File: config.mk
export PLATFORM = sky130hd
export DESIGN_NAME = conv1x1_ctrl
export DESIGN_NICKNAME = d
export VERILOG_FILES = /design/src/rtl/conv1x1_ctrl.sv
export SDC_FILE = /design/constraint.sdc
export NUM_CORES = 1
export LEC_CHECK = 0
export CORE_AREA = 8 8 124 91
export CTS_CLUSTER_SIZE = 14
export DETAILED_ROUTE_END_ITERATION = 16
export DIE_AREA = 0 0 132 99
export PLACE_DENSITY = 0.8
export RECOVER_POWER = 100
export SYNTH_ARGS = -nofsm -noshare
export SYNTH_HDL_FRONTEND = slang
export SYNTH_SLANG_ARGS = --single-unit
export TNS_END_PERCENT = 100
File: constraint.sdc
create_clock -name clk -period 3.2 [get_ports clk]
set_input_delay 0.32 -clock clk [delete_from_list [all_inputs] [get_ports clk]]
set_output_delay 0.32 -clock clk [all_outputs]
set_load 0.1 [all_outputs]
File: src/rtl/conv1x1_ctrl.sv
// Sequencer for a 1x1 convolution layer: walks pixels (outer) and output channels (inner),
// one PE operation at a time. Optional macro CONV1X1_CTRL_PERF_CNT_EN adds a busy-cycle counter.
module conv1x1_ctrl #(
  parameter int IN_CHANNEL = 4,
  parameter int PIX_W      = 16,
  parameter int OC_W       = 8
) (
  input  logic                  clk,
  input  logic                  rst_n,
  input  logic                  start,
  input  logic [PIX_W-1:0]      num_pixels,
  input  logic [OC_W-1:0]       num_oc,
  output logic                  busy,
  output logic                  done,
  output logic                  fm_rd_en,
  output logic [PIX_W-1:0]      fm_addr,
  output logic                  w_rd_en,
  output logic [OC_W-1:0]       w_addr,
  output logic                  pe_input_ready,
  input  logic                  pe_output_valid,
  input  logic [7:0]            pe_output_data,
  output logic                  out_wr_en,
  output logic [PIX_W+OC_W-1:0] out_addr,
  output logic [7:0]            out_data
`ifdef CONV1X1_CTRL_PERF_CNT_EN
  ,
  output logic [31:0]           cycle_cnt
`endif
);

  typedef enum logic [2:0] {
    S_IDLE, S_FETCH, S_ISSUE, S_WAIT, S_WRITE, S_DONE
  } state_t;

  localparam logic [PIX_W-1:0] PIX_ONE = 1;
  localparam logic [OC_W-1:0]  OC_ONE  = 1;

  // IN_CHANNEL sizes the PE operand path, which is routed outside this block.
  generate
    if (IN_CHANNEL < 1) begin : g_cfg_chk
      $error("conv1x1_ctrl: IN_CHANNEL must be at least 1");
    end
  endgenerate

  state_t            state, state_nxt;
  logic [PIX_W-1:0]  np_r, p;
  logic [OC_W-1:0]   noc_r, o;
  logic              last_oc, last_pix, start_acc;

  assign start_acc = (state == S_IDLE) && start;
  assign last_oc   = (o == noc_r - OC_ONE);
  assign last_pix  = (p == np_r - PIX_ONE);
  assign fm_addr   = p;
  assign w_addr    = o;

  always_ff @(posedge clk or negedge rst_n) begin
    if (!rst_n) state <= S_IDLE;
    else        state <= state_nxt;
  end

  always_comb begin
    state_nxt = state;
    case (state)
      S_IDLE:  if (start)
                 state_nxt = (num_pixels == '0 || num_oc == '0) ? S_DONE : S_FETCH;
      S_FETCH: state_nxt = S_ISSUE;
      S_ISSUE: state_nxt = S_WAIT;
      S_WAIT:  if (pe_output_valid) state_nxt = S_WRITE;
      S_WRITE: state_nxt = (last_oc && last_pix) ? S_DONE : S_FETCH;
      S_DONE:  state_nxt = S_IDLE;
      default: state_nxt = S_IDLE;
    endcase
  end

  always_comb begin
    busy           = 1'b0;
    done           = 1'b0;
    fm_rd_en       = 1'b0;
    w_rd_en        = 1'b0;
    pe_input_ready = 1'b0;
    out_wr_en      = 1'b0;
    case (state)
      S_FETCH: begin busy = 1'b1; fm_rd_en = 1'b1; w_rd_en = 1'b1; end
      S_ISSUE: begin busy = 1'b1; pe_input_ready = 1'b1; end
      S_WAIT:  busy = 1'b1;
      S_WRITE: begin busy = 1'b1; out_wr_en = 1'b1; end
      S_DONE:  done = 1'b1;
      default: ;
    endcase
  end

  // out_addr tracks p*num_oc+o by increment alone; it is one bit per factor wide so it never wraps.
  always_ff @(posedge clk or negedge rst_n) begin
    if (!rst_n) begin
      np_r     <= '0;
      noc_r    <= '0;
      p        <= '0;
      o        <= '0;
      out_addr <= '0;
      out_data <= '0;
    end else begin
      if (start_acc) begin
        np_r     <= num_pixels;
        noc_r    <= num_oc;
        p        <= '0;
        o        <= '0;
        out_addr <= '0;
      end
      if (state == S_WAIT && pe_output_valid)
        out_data <= pe_output_data;
      if (state == S_WRITE) begin
        out_addr <= out_addr + 1'b1;
        if (!last_oc) begin
          o <= o + OC_ONE;
        end else begin
          o <= '0;
          if (!last_pix) p <= p + PIX_ONE;
        end
      end
    end
  end

`ifdef CONV1X1_CTRL_PERF_CNT_EN
  always_ff @(posedge clk or negedge rst_n) begin
    if (!rst_n)                        cycle_cnt <= '0;
    else if (start_acc)                cycle_cnt <= '0;
    else if (busy && cycle_cnt != '1)  cycle_cnt <= cycle_cnt + 32'd1;
  end
`endif

endmodule

* Word-level counts from Yosys, hierarchy flattened
Index checks and enable logic that the tools add are counted.
Word-level totals: bits in registers 83, bits of input ports 36
Operators by class: $add $sub $neg 5, equality and inequality tests 9, multiplexer cells 19, reductions and logical operators 10
Operators by type and width (count):
- 16-bit two-way mux | 4
- 24-bit two-way mux | 2
- 24-bit by 1-bit adder with 24-bit output, second input constant | 1
- 8-bit two-way mux | 3
- 16-bit by 1-bit adder with 16-bit output, second input constant | 1
- 16-bit equality test | 1
- 16-bit zero test | 1
- 16-bit by 1-bit subtractor with 16-bit output, second input constant | 1
- 3-bit one-hot mux with 5 select lines | 1
- 3-bit two-way mux | 4
- 8-bit by 1-bit adder with 8-bit output, second input constant | 1
- 8-bit equality test | 1
- 8-bit zero test | 1
- 8-bit by 1-bit subtractor with 8-bit output, second input constant | 1
- 3-bit by 2-bit equality test with 1-bit output, second input constant | 2
- 3-bit equality test, second input constant | 2
- 1-bit two-way mux | 5
- 2-bit != test, second input constant | 2
- 4-bit OR reduction | 1
- 3-bit by 1-bit equality test with 1-bit output, second input constant | 1
- 1-bit logical AND | 3
- 3-bit zero test | 1
- 2-bit AND reduction | 1
- 2-bit nonzero test | 1
- 1-bit logical OR | 1

* Logic depth before layout (Yosys ltp)
word-level depth 6, gate-level depth with buffers 11

* Worst setup path after synthesis
Ideal clock, no wire load.
path type register to output, from reg state[2], to out w_rd_en, data arrival time 3.431 ns, data required time 2.880 ns, path slack -0.551 ns, cell stages (with the launch flop) 4, buffers on the path 2, cell sequence dfrtp_1 > clkbuf_1 > nor3b_1 > buf_4
Between the ends: cells in the longest elaborated chain, start to end 2
RTL lines:
- start: declaration | line 45 | state_t state, state_nxt;
- start signal: assignment | line 58 | else state <= state_nxt;
- 3-bit by 1-bit equality test with 1-bit output
- 1-bit two-way mux
- end: declaration | line 17 | output logic w_rd_en,
Every way passes these cells.

* Final worst setup path
from reg np_r[0], to reg p[0], in the netlist fm_addr[0]
Between the ends: cells in the longest elaborated chain, start to end 5
RTL lines:
- start: declaration | line 46 | logic [PIX_W-1:0] np_r, p;
- start signal: assignment | line 103 | np_r <= num_pixels;
- 16-bit by 1-bit subtractor with 16-bit output | line 52 | assign last_pix = (p == np_r - PIX_ONE);
- 16-bit equality test | line 52
- 16-bit two-way mux | line 117 | if (!last_pix) p <= p + PIX_ONE;
- 16-bit two-way mux | line 113 | if (!last_oc) begin
- 16-bit two-way mux | line 111 | if (state == S_WRITE) begin
- end signal: assignment | line 117
- end: declaration | line 46
Every way passes these cells. A chain may end at the register's enable or synchronous reset.

==> flow_summary.toml <==
[status]
status = "finished, violations left"
violations = "max-capacitance violations, max-slew violations"

[cells_and_area]
syn2layout_area_growth_pct = 25.1
drive_gt1_share_pct = 6.51
n_antenna_cell = 0
fill_cells = 791
nets = 650
fin_util_pct = 62.9

[floorplanning]
start_util_pct = 50.3
die_h_um = 99
coreArea_mm2 = 0.00942
pin_count = 98
die-area_mm2 = 0.0131
dieWidth_um = 132
num_rows = 30

[power_and_ir_drop]
seqPwrFrac_pct = 31.9
p_leak_nw = 2.62
swShare_pct = 49.3
intPower_mw = 2.68
clkPwrFrac_pct = 19.7
p_sw_mw = 2.61
power_density_mw_per_mm2 = 893
ir_worst_vdd_mv = 0.610
p_comb_share_pct = 48.4

[global_routing]
use_met2_pct = 31.8
antenna_found_initial = 0
grt.total_usage_pct = 20.1
grt_pass1_vias = 4289
grt.met1_usage_pct = 25.9
grt.overflow.total = 0
top_usage_layer = "met2"
met3_usage_pct = 5.79
grt_max_degree = 84
grt_pass1_wl_mm = 21.7

[detailed_routing]
routed_via_density = 5.75
finalWirelength_mm = 13.0
drc_errors = 0
first_pass_iters = 5
wl_per_cell_um = 17.5
num_vias = 4270
ant_nets = 0
drtIter0Drc = 340

[logic_synthesis]
yosys-top-cells-area = "dfrtp_1 (44%), nand2_1 (9.4%), mux2i_1 (4.9%), o21ai_0 (3.6%), xnor2_1 (3.5%)"
synthDistinctLibCells = 57
synth-async-reset-ratio_pct = 100
syn-num-nets = 561
netlist_top_cells_count = "nand2_1 (119), dfrtp_1 (83), o21ai_0 (34), nand3_1 (28), mux2i_1 (23)"
yosysTopAreaCell = "dfrtp_1"
yosys_warnings = 0
syn_area_mm2 = 0.00474
syn_area_per_cell_um2 = 9.11
yosysMostFrequentCell = "nand2_1"
synth_flop_cell = "dfrtp_1"
yosysSeqAreaShare_pct = 43.8
synth_cells = 520
synth_top_area_share_pct = 43.8
ys_ff_latch = 83
synth_edf_count = 0

[clock_network]
clkSlewWorstSetupHoldPaths_ns = 0.06
cts_root_buffer = "clkbuf_16"
cts_max_level = 3
cts_tree = "done"
numCtsBuffers = 9
cts.repair.resized = 0
cts_buffer_depth = 2
hold_buffers = 0
post-cts-setup-buffers = 0
clock_latency_ns = 0.34
clock_sinks = 83

[timing]
final_max_slew_viol_count = 84
rsz0062_at_grt = "no"
setup_tns_ns = 0
finalHoldViolations = 0
period_needed_ns = 2.84
worst_pin_slew_ns = 2.10
period_share_pct = 88.7
max_slew_margin_pct = -40.0
skew_ns = 0.00491
fmax_mhz = 352
finalSetupViolations = 0

[setup_path]
end_kind = "flip-flop"
rr_startpoint = "np_r[0]"
worstPathMaxFanout = 16
reg2reg_setup_slack_ns = 0.36
reg2reg_depth = 10
crit_required_ns = 3.41
critPathLaunchType = "flip-flop"
crit_arrival_ns = 3.04
crit_type = "reg2reg"
r2r-end = "fm_addr[0]"

[placed_design]
port_buffers = 97
place_congestion = 0.927
hpwlAfterDp_mm = 9.27

[min_path]
whs_path_depth = 1
hold-path-endpoint = "out_addr[23]"
worst_hold_path_type = "reg2reg"
hp-start = "out_addr[23]"

[run]
cap_violations = 1
==> through the flow <==
stage                     setup WS, ns  area [µm²]  instances  power [mW]  hold slack (ns)
after floorplan                 0.0304        4740        520        3.69           0.0244
after global placement           0.468        5760        726        4.25            0.473
final                            0.363        5930        742        5.29            0.475
after CTS                        0.385        6060        742        5.41            0.214
after detailed placement         0.384        5760        726        4.34            0.467
after global routing             0.160        5930        742        5.57            0.508
==> metal layers <==
metal / up-vias / routed length (µm)
li1: 2030 / -
met1: 2081 / 5870
met2: 137 / 6100
met3: 22 / 768
met4: 0 / 231
met5: - / 0
==> worst max-delay path, cell delays in order (launching register included) <==
cell,delay (ns)
dfrtp_1,0.45
inv_1,0.08
ha_1,0.31
xnor2_1,0.13
a211oi_1,0.27
nand4_1,0.12
or4_4,0.54
a2111oi_4,0.27
buf_4,0.28
nor2_1,0.11
mux2i_1,0.14
==> flip-flops by register name, indices dropped and copies added (netlist names) <==
signal    count
out_data      8
out_addr     24
state         3
fm_addr      16
noc_r         8
np_r         16
w_addr        8
==> power by group through the flow <==
stage / combinational [mW] / sequential [mW] / clock (mW)
2_1_floorplan: 1.43 / 2.26 / 0
3_3_place_gp: 2.57 / 1.67 / 0
3_5_place_dp: 2.64 / 1.69 / 0
4_1_cts: 2.66 / 1.69 / 1.07
5_1_grt: 2.73 / 1.73 / 1.11
6_report: 2.56 / 1.69 / 1.04
==> cells by family after synthesis <==
kind of cell             Yosys count  share of synthesized area [%]
flip-flops                        83                           43.8
multiplexers                      32                           7.00
AND/OR/NAND/NOR                  250                           26.7
XOR/XNOR                          36                           6.97
buffers and inverters             37                           3.56
adder cells (fa/ha/maj)            5                           1.32
AO/OA/AOI/OAI                     77                           10.6
==> worst max-delay path by stage <==
stage              from             end  slack (ns)
2_1_floorplan  state[1]  pe_input_ready        0.03
3_3_place_gp    np_r[0]      fm_addr[9]        0.47
3_5_place_dp    np_r[0]     fm_addr[12]        0.38
4_1_cts         np_r[0]     fm_addr[12]        0.39
5_1_grt         np_r[6]      fm_addr[5]        0.16
6_report        np_r[0]      fm_addr[0]        0.36
==> final cells by class <==
| cell class | instances | area, µm² | area share, % |
|---|---|---|---|
| repair buffers | 106 | 908 | 15.3 |
| inverters | 9 | 33.8 | 0.570 |
| multi-input cells | 400 | 2450 | 41.4 |
| clock buffers | 12 | 246 | 4.16 |
| flip-flops and latches | 83 | 2080 | 35.0 |
| clock inverters | 4 | 50.0 | 0.844 |
| well taps | 128 | 160 | 2.70 |
==> cell usage in the layout, fill, tap and decap left out, drive strengths merged, types with 11 or more instances in the layout <==
cell type	n
xor2	16
clkbuf	35
dlygate4sd3	44
xnor2	19
clkdlybuf4s50	34
nor2	19
nand2	119
o21ai	34
mux2i	23
nor4	21
nor3	17
dfrtp	83
and3	11
nand3	28
Power figures use the tool's default switching activity.
